$ cat config.mk
export PLATFORM = sky130hd
export DESIGN_NAME = cluster_tcdm_arb_ctrl
export DESIGN_NICKNAME = d
export VERILOG_FILES = /design/src/rtl/cluster_arb_package.sv /design/src/rtl/cluster_arb_stall_cnt.sv /design/src/rtl/cluster_tcdm_arb_ctrl.sv
export SDC_FILE = /design/constraint.sdc
export NUM_CORES = 1
export LEC_CHECK = 0
export BUFFER_PORTS_ARGS = -buffer_cell sky130_fd_sc_hd__buf_2
export CAP_MARGIN = 20
export CORE_UTILIZATION = 35
export CTS_CLUSTER_SIZE = 28
export DETAILED_ROUTE_END_ITERATION = 16
export MAX_ROUTING_LAYER = met4
export PLACE_DENSITY = 0.59
export SYNTH_ARGS = -nofsm -noshare
export SYNTH_HDL_FRONTEND = slang
export SYNTH_SLANG_ARGS = --single-unit
$ cat constraint.sdc
create_clock -name clk_i -period 3.5 [get_ports clk_i]
set_input_delay 0.7 -clock clk_i [delete_from_list [all_inputs] [get_ports clk_i]]
set_output_delay 0.7 -clock clk_i [all_outputs]
set_load 0.1 [all_outputs]
$ cat src/rtl/cluster_arb_package.sv
`default_nettype none
// ============================================================================
// Module   : cluster_arb_package
// Purpose  : Shared types and defaults for the cluster TCDM priority
//            controller (policy and FSM state encodings, default widths).
// Revision : 1.0 - initial release
// ============================================================================
package cluster_arb_package;

  // Arbitration policy, encoded as the 2-bit policy_i input.
  typedef enum logic [1:0] {
    POL_FIX_LOG  = 2'b00,
    POL_FIX_HWPE = 2'b01,
    POL_STARV    = 2'b10,
    POL_SLICE    = 2'b11
  } arb_policy_e;

  // Controller FSM states.
  typedef enum logic [1:0] {
    ST_DEF_LOG  = 2'b00,
    ST_DEF_HWPE = 2'b01,
    ST_HOLD     = 2'b10,
    ST_SLICE    = 2'b11
  } arb_state_e;

  localparam int CNT_W_DEFAULT  = 8;
  localparam int STAT_W_DEFAULT = 32;

endpackage
`default_nettype wire

$ cat src/rtl/cluster_arb_stall_cnt.sv
`default_nettype none
// ============================================================================
// Module   : cluster_arb_stall_cnt
// Purpose  : Saturating consecutive-stall counter for one interconnect branch.
//            A stall is req && !gnt; any non-stall cycle zeroes the count.
// Ports    : clk_i, rst_i (async, active-high), clr_i (sync clear),
//            req_i, gnt_i          - branch handshake
//            cnt_nxt_o             - count including the current cycle
// Revision : 1.0 - initial release
// ============================================================================
module cluster_arb_stall_cnt #(
  parameter int CNT_W = 8
) (
  input  logic             clk_i,
  input  logic             rst_i,
  input  logic             clr_i,
  input  logic             req_i,
  input  logic             gnt_i,
  output logic [CNT_W-1:0] cnt_nxt_o
);

  logic [CNT_W-1:0] r_cnt;
  logic             w_stall;

  assign w_stall = req_i & ~gnt_i;

  // Exporting the next value lets the threshold compare see the stall of the
  // current cycle, so a swap can land on the edge that ends that cycle.
  always_comb begin
    cnt_nxt_o = '0;
    if (w_stall) begin
      cnt_nxt_o = (&r_cnt) ? r_cnt : r_cnt + CNT_W'(1);
    end
  end

  always_ff @(posedge clk_i or posedge rst_i) begin
    if (rst_i) begin
      r_cnt <= '0;
    end else if (clr_i) begin
      r_cnt <= '0;
    end else begin
      r_cnt <= cnt_nxt_o;
    end
  end

endmodule
`default_nettype wire

$ cat src/rtl/cluster_tcdm_arb_ctrl.sv
`default_nettype none
// ============================================================================
// Module   : cluster_tcdm_arb_ctrl
// Purpose  : Sequential priority controller selecting whether the LOG branch
//            or the HWPE branch wins TCDM bank conflicts. Policies: fixed LOG,
//            fixed HWPE, starvation-aware swap with hold, time-sliced.
// Ports    : clk_i, rst_i (async, active-high), clear_i (sync clear)
//            policy_i, stall_thr_i, hold_len_i, slice_len_i - configuration
//            log_req_i/log_gnt_i, hwpe_req_i/hwpe_gnt_i     - branch activity
//            hwpe_prio_o   - 1 = HWPE wins conflicts (flop output)
//            swap_active_o - high while the swapped priority is held
//            stat_log_stall_o/stat_hwpe_stall_o - stall statistics
// Config   : CLUSTER_TCDM_ARB_CTRL_STATS_EN enables the statistics counters;
//            otherwise the statistics outputs are constant 0.
// Revision : 1.0 - initial release
// ============================================================================
module cluster_tcdm_arb_ctrl
  import cluster_arb_package::*;
#(
  parameter int CNT_W  = CNT_W_DEFAULT,
  parameter int STAT_W = STAT_W_DEFAULT
) (
  input  logic              clk_i,
  input  logic              rst_i,
  input  logic              clear_i,
  input  logic [1:0]        policy_i,
  input  logic [CNT_W-1:0]  stall_thr_i,
  input  logic [CNT_W-1:0]  hold_len_i,
  input  logic [CNT_W-1:0]  slice_len_i,
  input  logic              log_req_i,
  input  logic              log_gnt_i,
  input  logic              hwpe_req_i,
  input  logic              hwpe_gnt_i,
  output logic              hwpe_prio_o,
  output logic              swap_active_o,
  output logic [STAT_W-1:0] stat_log_stall_o,
  output logic [STAT_W-1:0] stat_hwpe_stall_o
);

  localparam logic [CNT_W-1:0] c_one = CNT_W'(1);

  arb_state_e       r_state, w_state_nxt;
  arb_policy_e      r_policy;
  arb_policy_e      w_pol;
  logic             r_prio, w_prio_nxt;
  logic [CNT_W-1:0] r_hold, w_hold_nxt;
  logic [CNT_W-1:0] r_slice, w_slice_nxt;
  logic             w_pol_chg;
  logic             w_clr_log, w_clr_hwpe;
  logic [CNT_W-1:0] w_log_cnt_nxt, w_hwpe_cnt_nxt;
  logic [CNT_W-1:0] w_low_cnt;
  logic             w_thr_hit;
  logic [CNT_W-1:0] w_hold_len, w_slice_len, w_slice_rem;

  assign w_pol     = arb_policy_e'(policy_i);
  assign w_pol_chg = (w_pol != r_policy);

  assign w_hold_len  = (hold_len_i  == '0) ? c_one : hold_len_i;
  assign w_slice_len = (slice_len_i == '0) ? c_one : slice_len_i;

  // A zero slice counter means "phase not started": the length is sampled on
  // the first cycle of every phase, so each phase lasts exactly the length.
  assign w_slice_rem = (r_slice == '0) ? w_slice_len : r_slice;

  cluster_arb_stall_cnt #(.CNT_W(CNT_W)) u_log_stall (
    .clk_i     (clk_i),
    .rst_i     (rst_i),
    .clr_i     (clear_i | w_clr_log),
    .req_i     (log_req_i),
    .gnt_i     (log_gnt_i),
    .cnt_nxt_o (w_log_cnt_nxt)
  );

  cluster_arb_stall_cnt #(.CNT_W(CNT_W)) u_hwpe_stall (
    .clk_i     (clk_i),
    .rst_i     (rst_i),
    .clr_i     (clear_i | w_clr_hwpe),
    .req_i     (hwpe_req_i),
    .gnt_i     (hwpe_gnt_i),
    .cnt_nxt_o (w_hwpe_cnt_nxt)
  );

  // Only the branch that currently loses conflicts is evaluated.
  assign w_low_cnt = r_prio ? w_log_cnt_nxt : w_hwpe_cnt_nxt;
  assign w_thr_hit = (stall_thr_i != '0) && (w_low_cnt >= stall_thr_i);

  always_comb begin
    w_state_nxt = r_state;
    w_prio_nxt  = r_prio;
    w_hold_nxt  = r_hold;
    w_slice_nxt = r_slice;
    w_clr_log   = 1'b0;
    w_clr_hwpe  = 1'b0;

    if (w_pol_chg) begin
      // Restart cleanly in the default state of the new policy.
      w_clr_log   = 1'b1;
      w_clr_hwpe  = 1'b1;
      w_hold_nxt  = '0;
      w_slice_nxt = '0;
      case (w_pol)
        POL_FIX_HWPE: begin
          w_state_nxt = ST_DEF_HWPE;
          w_prio_nxt  = 1'b1;
        end
        POL_SLICE: begin
          w_state_nxt = ST_SLICE;
          w_prio_nxt  = 1'b0;
        end
        default: begin
          w_state_nxt = ST_DEF_LOG;
          w_prio_nxt  = 1'b0;
        end
      endcase
    end else begin
      case (r_state)
        ST_DEF_LOG: begin
          w_prio_nxt = 1'b0;
          if ((r_policy == POL_STARV) && w_thr_hit) begin
            w_state_nxt = ST_HOLD;
            w_prio_nxt  = 1'b1;
            w_hold_nxt  = w_hold_len;
            w_clr_log   = 1'b1;
            w_clr_hwpe  = 1'b1;
          end
        end
        ST_DEF_HWPE: begin
          w_prio_nxt = 1'b1;
        end
        ST_HOLD: begin
          w_prio_nxt = 1'b1;
          if (r_hold <= c_one) begin
            w_state_nxt = ST_DEF_LOG;
            w_prio_nxt  = 1'b0;
            w_hold_nxt  = '0;
            w_clr_log   = 1'b1;
          end else begin
            w_hold_nxt = r_hold - c_one;
          end
        end
        ST_SLICE: begin
          if (w_slice_rem == c_one) begin
            w_prio_nxt  = ~r_prio;
            w_slice_nxt = '0;
          end else begin
            w_slice_nxt = w_slice_rem - c_one;
          end
        end
        default: begin
          w_state_nxt = ST_DEF_LOG;
          w_prio_nxt  = 1'b0;
        end
      endcase
    end
  end

  always_ff @(posedge clk_i or posedge rst_i) begin
    if (rst_i) begin
      r_state  <= ST_DEF_LOG;
      r_policy <= POL_FIX_LOG;
      r_prio   <= 1'b0;
      r_hold   <= '0;
      r_slice  <= '0;
    end else if (clear_i) begin
      r_state  <= ST_DEF_LOG;
      r_policy <= POL_FIX_LOG;
      r_prio   <= 1'b0;
      r_hold   <= '0;
      r_slice  <= '0;
    end else begin
      r_state  <= w_state_nxt;
      r_policy <= w_pol;
      r_prio   <= w_prio_nxt;
      r_hold   <= w_hold_nxt;
      r_slice  <= w_slice_nxt;
    end
  end

  assign hwpe_prio_o   = r_prio;
  assign swap_active_o = (r_state == ST_HOLD);

`ifdef CLUSTER_TCDM_ARB_CTRL_STATS_EN
  logic [STAT_W-1:0] r_stat_log, r_stat_hwpe;
  logic              w_log_stall, w_hwpe_stall;

  assign w_log_stall  = log_req_i  & ~log_gnt_i;
  assign w_hwpe_stall = hwpe_req_i & ~hwpe_gnt_i;

  always_ff @(posedge clk_i or posedge rst_i) begin
    if (rst_i) begin
      r_stat_log  <= '0;
      r_stat_hwpe <= '0;
    end else if (clear_i) begin
      r_stat_log  <= '0;
      r_stat_hwpe <= '0;
    end else begin
      if (w_log_stall && !(&r_stat_log)) begin
        r_stat_log <= r_stat_log + STAT_W'(1);
      end
      if (w_hwpe_stall && !(&r_stat_hwpe)) begin
        r_stat_hwpe <= r_stat_hwpe + STAT_W'(1);
      end
    end
  end

  assign stat_log_stall_o  = r_stat_log;
  assign stat_hwpe_stall_o = r_stat_hwpe;
`else
  assign stat_log_stall_o  = '0;
  assign stat_hwpe_stall_o = '0;
`endif

endmodule
`default_nettype wire

==> results of run 1 <==
## power by group
part	switching (W)	leakage [nW]	internal, W
combinational	0.000427	1.03	0.0000803
sequential	0.0000221	0.510	0.000439
clock	0.000146	0.0399	0.000131
total	0.000596	1.58	0.000650
## per-layer routing
layer  vias up  part of all wire  wire length, um
li1       1360                 -                -
met1      1243              0.48             3290
met2        94              0.46             3170
met3         7             0.048              331
met4         0            0.0067               46
met5         -                 0                0
## layout make-up
type                       instances  share of cell area
sequential                        37               0.274
multi-input combinational        321               0.573
inverter                          21              0.0233
tap                              108              0.0400
clock buffer                       5              0.0204
timing repair buffer              42              0.0681
clock inverter                     1             0.00148
## registers in the layout (all words and copies together) (netlist names)
register	cells
u_log_stall.r_cnt	8
r_policy	2
r_hold	8
r_state	2
r_slice	8
hwpe_prio_o	1
u_hwpe_stall.r_cnt	8
## worst max path at each step
| stage | start | to | slack (ps) | depth (start not counted) |
|---|---|---|---|---|
| 2_1_floorplan | u_hwpe_stall.r_cnt[0] | u_hwpe_stall.r_cnt[1] | 390 | 13 |
| 3_3_place_gp | u_hwpe_stall.r_cnt[0] | r_hold[7] | 320 | 11 |
| 3_5_place_dp | u_hwpe_stall.r_cnt[0] | r_hold[7] | 180 | 11 |
| 4_1_cts | u_hwpe_stall.r_cnt[0] | r_hold[7] | 140 | 11 |
| 5_1_grt | u_hwpe_stall.r_cnt[0] | r_hold[0] | -20 | 12 |
| 6_report | u_hwpe_stall.r_cnt[0] | r_hold[0] | 220 | 12 |
## kinds of logic after synthesis
family | after synthesis | synth area share
AND/OR/NAND/NOR | 133 | 0.210
buffers and inverters | 93 | 0.185
AO/OA/AOI/OAI | 90 | 0.200
flip-flops | 37 | 0.288
adder cells (fa/ha/maj) | 14 | 0.0545
multiplexers | 13 | 0.0417
XOR/XNOR | 7 | 0.0191
other | 1 | 0.00117
## layout by cell type, fill, tap and decap left out, types with 7 or more instances in the layout
cell      count
a21oi_1      15
nor2_1       29
nor3_1       10
inv_1        20
dfrtp_1      37
mux2i_1      10
buf_4         8
o21ai_0      14
nor2b_1       7
o221ai_1      7
ha_1         14
conb_1       64
nand2_1      31
buf_2        34
nand3_1      16
o31ai_1       7
## critical path, stage by stage (launching register included)
cell     delay (ps)
dfrtp_1         380
ha_1            210
nand3_1         150
or3_1           500
xor2_1          170
nand2_1          90
mux2_2          260
ha_1            270
nor2b_1          40
o21ai_0         270
a21oi_2         140
o21ai_0         320
mux2_2          380
## metrics by stage
step	total power, W	setup TNS, ps	setup WS, ps	instances	util
after floorplan	0.000962	0	391	451	-
after global placement	0.000972	0	320	529	0.375
after global routing	0.00130	-20.0	-20.0	535	0.384
after CTS	0.00125	0	142	535	0.383
final	0.00125	0	224	535	0.384
after detailed placement	0.000975	0	182	529	0.375
==> reports/qor.txt, run 1 <==
status = complete, but fails checks
failing checks = design-rule violations
ys async rst share = 1.00
# resized after CTS = 0
IO Port Bufs = 34
iteration-0 DRC count of the detailed router = 117
die height = 97.8 um
CP Class = register to register
CP max FO = 5
Peak VDD IR = 0.166 mV
# DRC = 16
Pwr Density = 369 nW/um2
clk sinks = 37
die footprint = 9560 um2
final period utilization = 0.936
vias in the first global route = 2436
area of the mapped netlist = 3210 um2
grt peak-use layer = met2
routing usage on met2 = 0.242
Fillers = 908
initial antenna violation count = 0
WHS = 521 ps
Clock Latency Late Sink = 290 ps
largest net degree at the start of global routing = 38
vias after detailed routing = 2704
Syn. warnings = 0
worst r2r src = u_hwpe_stall.r_cnt[0]
R2R depth = 12
final setup violation count = 0
max-slew violation count = 0
routed wire length per instance = 12.8 um
Most used DFF post-synth = dfrtp_1
Core ar. = 8810 um2
clock skew = 5.68 ps
synthesized instance count = 388
GPL Wtd Cong = 0.859
DP Area = 3300 um2
register-to-register setup slack = 220 ps
synthesized area per cell = 8.28 um2
Worst Hold Class = input port to async pin
synth cell count leaders = buf_4, dfrtp_1, nand2_1
Starting Density = 0.365
Arrival @ worst endpoint = 3460 ps
first-pass GRT wire length = 11300 um
register area = 926 um2
Leak = 1.58 nW
postcts setup bufs = 0
Worst setup EP type = register
Req. time, crit path = 3680 ps
Area Growth Syn to Fin = 5.18%
Final #Nets = 475
hpwl dp = 5310 um
std cell rows = 34
Distinct cells, synth = 58
synth top area cells = dfrtp_1, buf_4, ha_1
share of the yosys chip area belonging to registers = 0.288
hold buffers post-CTS = 0
Multi-input gate area = 1930 um2
average vias per placed instance = 5.05
Final Critical Period = 3280 ps
Hold Fails Final Rpt = 0
M1 GR Usage = 0.198
CTS max path bufs = 2
Routed WL = 6840 um
final instance area = 3380 um2
synthesized flop and latch total = 37
Post-synth EDFFs = 0
# H-tree levels = 2
ANT cells = 0
CTS tree = done
Rel. slew slack = 0.491
number of routed nets with antenna violations = 0
First-pass DRT Iterations = 11
CTS buffer count = 5
share of cells above drive strength 1 = 0.143
CTS root buffer = clkbuf_8
Die W = 97.8 um
startpoint types = register
fmax = 0.305 GHz
max-cap violation count = 0
IO Count = 99
Synth top area share = 0.288
Reg clk slew, reported paths = 70 ps
grt total ovfl = 0
post-synth top area cell = dfrtp_1
Worst-Margin Slew = 761 ps
dominant cell by count in the synthesized netlist = buf_4
Reg-to-Reg End = r_hold[0]
GR Util met3 = 0.0243
GRT Resource Usage Total = 0.150
Note: power is estimated with default switching activity, not from simulation.
==> run 2, diff against run 1 <==
- SYNTH_HIERARCHICAL: not set -> 1
==> reports/qor.txt, run 2 <==
GRT Resource Usage Total = 0.157
hpwl dp = 5690 um
area of the mapped netlist = 3330 um2
worst r2r src = u_hwpe_stall/r_cnt[1]
final core occ = 0.394
status = finished, final reports clean
Reg clk slew, reported paths = 80 ps
Arrival @ worst endpoint = 3560 ps
average vias per placed instance = 5.06
clock share of power = 0.287
dominant cell by count in the synthesized netlist = buf_4
Worst setup EP type = register
iteration-0 DRC count of the detailed router = 90
WHS = 383 ps
# DRC = 0
Worst-Margin Slew = 867 ps
Synth top area share = 0.278
GPL Wtd Cong = 0.863
total chip power = 0.00135 W
Hold Fails Final Rpt = 0
dpl ws = -33.5 ps
synthesized flop and latch total = 37
Area Growth Syn to Fin = 9.44%
Rel. slew slack = 0.422
share of the yosys chip area belonging to registers = 0.278
P_sw = 0.000601 W
largest net degree at the start of global routing = 22
synth top area cells = dfrtp_1, buf_4, ha_1
CTS buffer count = 5
initial antenna violation count = 0
Leak = 1.57 nW
IO Count = 99
CP Class = register to register
First-pass DRT Iterations = 4
Peak VDD IR = 0.167 mV
synth cell count leaders = buf_4, dfrtp_1, nor3_1
fmax = 0.298 GHz
Post-synth EDFFs = 0
Comb power frac = 0.372
vias after detailed routing = 2826
share of cells above drive strength 1 = 0.235
ANT cells = 0
IO Port Bufs = 34
CTS root buffer = clkbuf_8
die height = 99.5 um
Final WS setup = 140 ps
Distinct cells, synth = 62
Syn. warnings = 6
Req. time, crit path = 3700 ps
clock skew = 12.6 ps
Die W = 99.5 um
Reg-to-Reg End = u_hwpe_stall/r_cnt[7]
Setup TNS = 0 ps
Fillers = 931
Sw Ratio = 0.445
Final #Nets = 476
Final Critical Period = 3360 ps
max-slew violation count = 0
first-pass GRT wire length = 12200 um
register-to-register setup slack = 140 ps
Pwr Density = 371 nW/um2
Worst Hold Class = input port to async pin
Most used DFF post-synth = dfrtp_1
hold buffers post-CTS = 0
max-cap violation count = 0
post-synth top area cell = dfrtp_1
register share of total power = 0.341
startpoint types = register
vias in the first global route = 2600
final period utilization = 0.960
# H-tree levels = 2
die footprint = 9900 um2
CP max FO = 5
final setup violation count = 0
synthesized area per cell = 8.49 um2
std cell rows = 35
grt total ovfl = 0
Cell Int Power = 0.000749 W
most common cell after layout, fill and taps aside = conb_1
CTS max path bufs = 2
synthesized instance count = 392
Clock Latency Late Sink = 290 ps
ys async rst share = 1.00
Routed WL = 7490 um
CTS tree = done
routed wire length per instance = 13.4 um
number of routed nets with antenna violations = 0
Starting Density = 0.360
R2R depth = 14
commonest non-fill, non-tap cells in the layout = conb_1, buf_2, dfrtp_1, nor3_1, nor2_1
Core ar. = 9240 um2
clk sinks = 37
-- run 2: cell types whose count changed in the layout (fill, tap and decap cells not counted), sizes merged, moves of 5 or more --
cell	delta
nor3	+23
nand2	-14
o21ai	+10
a21oi	+7
a31oi	+6
o221ai	-6
xnor2	-6
nor2	-5
-- run 2: critical path, cell delays in order, from the launching register on --
cell,delay [ps]
dfrtp_1,410
ha_1,260
nand2_1,180
a21oi_2,190
nor3_2,70
mux2_4,290
ha_4,220
a211o_1,270
a31oi_2,170
o221ai_2,160
nand2_1,110
o21ai_0,80
or3b_1,410
a2111o_1,400
o31ai_1,70
-- run 2: layout make-up --
cell class | count | area [um2] | area share
multi-input combinational | 321 | 2110 | 0.579
sequential | 37 | 933 | 0.256
timing repair buffer | 44 | 245 | 0.0674
tap | 129 | 161 | 0.0443
clock buffer | 7 | 86.3 | 0.0237
inverter | 20 | 75.1 | 0.0206
clock inverter | 1 | 30.0 | 0.00825
-- run 2: routing by layer --
layer / global-route usage / vias to the layer above / share of wire
li1: - / 1372 / -
met1: 0.202 / 1354 / 0.44
met2: 0.255 / 94 / 0.50
met3: 0.0246 / 6 / 0.050
met4: 0.0419 / 0 / 0.0084
met5: - / - / 0
-- run 2: power by group through the flow --
stage                     clock network [W]  registers [W]  logic [W]
final                              0.000387       0.000460   0.000503
after global routing               0.000417       0.000463   0.000528
after CTS                          0.000399       0.000460   0.000500
after detailed placement                  0       0.000468   0.000499
after global placement                    0       0.000468   0.000497
after floorplan                           0       0.000469   0.000497
-- run 2: how the worst max path moves through the flow --
stage,start,to,slack [ps],cells after the start
finish,u_hwpe_stall/r_cnt[1],u_hwpe_stall/r_cnt[7],140,14
global route,u_hwpe_stall/r_cnt[1],u_hwpe_stall/r_cnt[7],-30,14
CTS,u_log_stall/r_cnt[0],u_log_stall/r_cnt[3],20,14
detailed placement,log_gnt_i,u_log_stall/r_cnt[3],-30,13
global placement,hwpe_gnt_i,u_hwpe_stall/r_cnt[7],4,14
floorplan,hwpe_req_i,u_log_stall/r_cnt[7],-50,16
-- run 2: what timing repair did --
item	CTS	global route
hold endpoints to repair	0	0
buffers inserted	0	3
resized for setup	0	24
endpoints found under the setup margin	0	18
-- run 2: cell families after synthesis --
logic type / synth area share
XOR/XNOR: 0.00527
other: 0.00113
AO/OA/AOI/OAI: 0.189
AND/OR/NAND/NOR: 0.239
buffers and inverters: 0.193
multiplexers: 0.0417
flip-flops: 0.278
adder cells (fa/ha/maj): 0.0527
-- run 2: per-stage QoR --
| stage | area [um2] | instances |
|---|---|---|
| floorplan | 3630 | 455 |
| global placement | 3430 | 548 |
| detailed placement | 3430 | 548 |
| CTS | 3550 | 556 |
| global route | 3640 | 559 |
| finish | 3640 | 559 |
==> run 3, diff against run 2 <==
- CTS_BUF_LIST: not set -> sky130_fd_sc_hd__clkbuf_8 sky130_fd_sc_hd__clkbuf_16
==> reports/qor.txt, run 3 (synthesis gave the netlist of run 2 again) <==
status = finished, final reports clean
startpoint types = register
Reg clk slew, reported paths = 80 ps
worst r2r src = u_hwpe_stall/r_cnt[1]
Die W = 99.5 um
number of routed nets with antenna violations = 0
IO Port Bufs = 34
Pwr Density = 370 nW/um2
vias in the first global route = 2600
hold buffers post-CTS = 0
die footprint = 9900 um2
Worst path max stage delay = 410 ps
max-cap violation count = 0
GRT Resource Usage Total = 0.157
Non-Filler Instances = 559
commonest non-fill, non-tap cells in the layout = conb_1, buf_2, dfrtp_1, nor3_1, nor2_1
IO Count = 99
std cell rows = 35
Worst-Margin Slew = 866 ps
CTS root buffer = clkbuf_8
register-to-register setup slack = 160 ps
first-pass GRT wire length = 12200 um
grt total ovfl = 0
R2R depth = 14
CTS buffer count = 5
CP max FO = 5
Setup TNS = 0 ps
Final Critical Period = 3340 ps
ANT cells = 0
crit path to = u_hwpe_stall/r_cnt[7]
final period utilization = 0.953
largest net degree at the start of global routing = 22
Hold Fails Final Rpt = 0
# H-tree levels = 2
Core ar. = 9240 um2
Rel. slew slack = 0.422
total chip power = 0.00135 W
Arrival @ worst endpoint = 3530 ps
final setup violation count = 0
Critical Path Source = u_hwpe_stall/r_cnt[1]
Worst Hold Class = input port to async pin
Area Growth Syn to Fin = 9.44%
Starting Density = 0.360
die height = 99.5 um
clock skew = 12.4 ps
most common cell after layout, fill and taps aside = conb_1
Clock Latency Late Sink = 290 ps
CTS tree = done
Reg-to-Reg End = u_hwpe_stall/r_cnt[7]
critical path, cell by cell = ha_1, nand2_1, a21oi_2, nor3_2, mux2_4, ha_4, a211o_1, a31oi_2, o221ai_2, nand2_1, o21ai_0, or3b_1, a2111o_1, o31ai_1
Routed WL = 7470 um
routed wire length per instance = 13.4 um
initial antenna violation count = 0
First-pass DRT Iterations = 4
slowest CP cell = dfrtp_1
max-slew violation count = 0
# DRC = 0
GPL Wtd Cong = 0.863
share of cells above drive strength 1 = 0.235
clk sinks = 37
iteration-0 DRC count of the detailed router = 90
Final #Nets = 476
CTS max path bufs = 2
Req. time, crit path = 3690 ps
CP Class = register to register
Leak = 1.58 nW
vias after detailed routing = 2838
hpwl dp = 5690 um
most frequent CP cell = nand2_1
Worst setup EP type = register
average vias per placed instance = 5.08
fmax = 0.300 GHz
Peak VDD IR = 0.167 mV
placed cells = 548
[run 3: worst min-delay path by stage]
stage | from | end | slack (ps) | cells after the start
global route | rst_i | u_log_stall/r_cnt[0] | 400 | 2
CTS | rst_i | u_hwpe_stall/r_cnt[4] | 390 | 2
floorplan | r_hold[3] | r_hold[3] | 490 | 2
global placement | r_hold[3] | r_hold[3] | 510 | 2
detailed placement | r_hold[3] | r_hold[3] | 530 | 2
finish | rst_i | u_log_stall/r_cnt[0] | 380 | 2
[run 3: what timing repair did]
action,in CTS,in global routing
endpoints found under the hold margin,0,0
endpoints found under the setup margin,0,18
gates resized for setup,0,24
buffers inserted,0,3
[run 3: per-stage QoR]
step,hold WS [ps],cell area [um2],util,worst slack (ps)
floorplan,488,3630,-,-50.9
global placement,508,3430,0.371,3.93
detailed placement,527,3430,0.371,-33.5
CTS,389,3550,0.384,20.4
global route,402,3640,0.394,-29.4
finish,384,3640,0.394,163
[run 3: worst max-delay path: cells and delay by family (launching register included)]
kind	cells	cell delay, ps
compound gates	7	1340
fa+ha+maj	2	470
flops	1	410
mux	1	290
simple gates	4	760
[run 3: area by class of cell]
type	count	area (um2)
Clock inverter	2	33.8
Tap cell	129	161
Inverter	20	75.1
Timing Repair Buffer	44	245
Sequential cell	37	933
Multi-Input combinational cell	321	2110
Fill cell	931	5600
Clock buffer	6	82.6
[run 3: metal layers]
metal  track usage  vias to the layer above  routed length [um]
met3        0.0246                        6                 397
li1              -                     1373                   -
met2         0.255                       97                3760
met5             -                        -                   0
met1         0.202                     1362                3250
met4        0.0419                        0                  63
[run 3: power breakdown]
part	internal, W	leakage, nW	switching [W]	total, W
combinational	0.0000759	1.01	0.000427	0.000503
sequential	0.000441	0.503	0.0000195	0.000460
clock	0.000230	0.0626	0.000154	0.000383
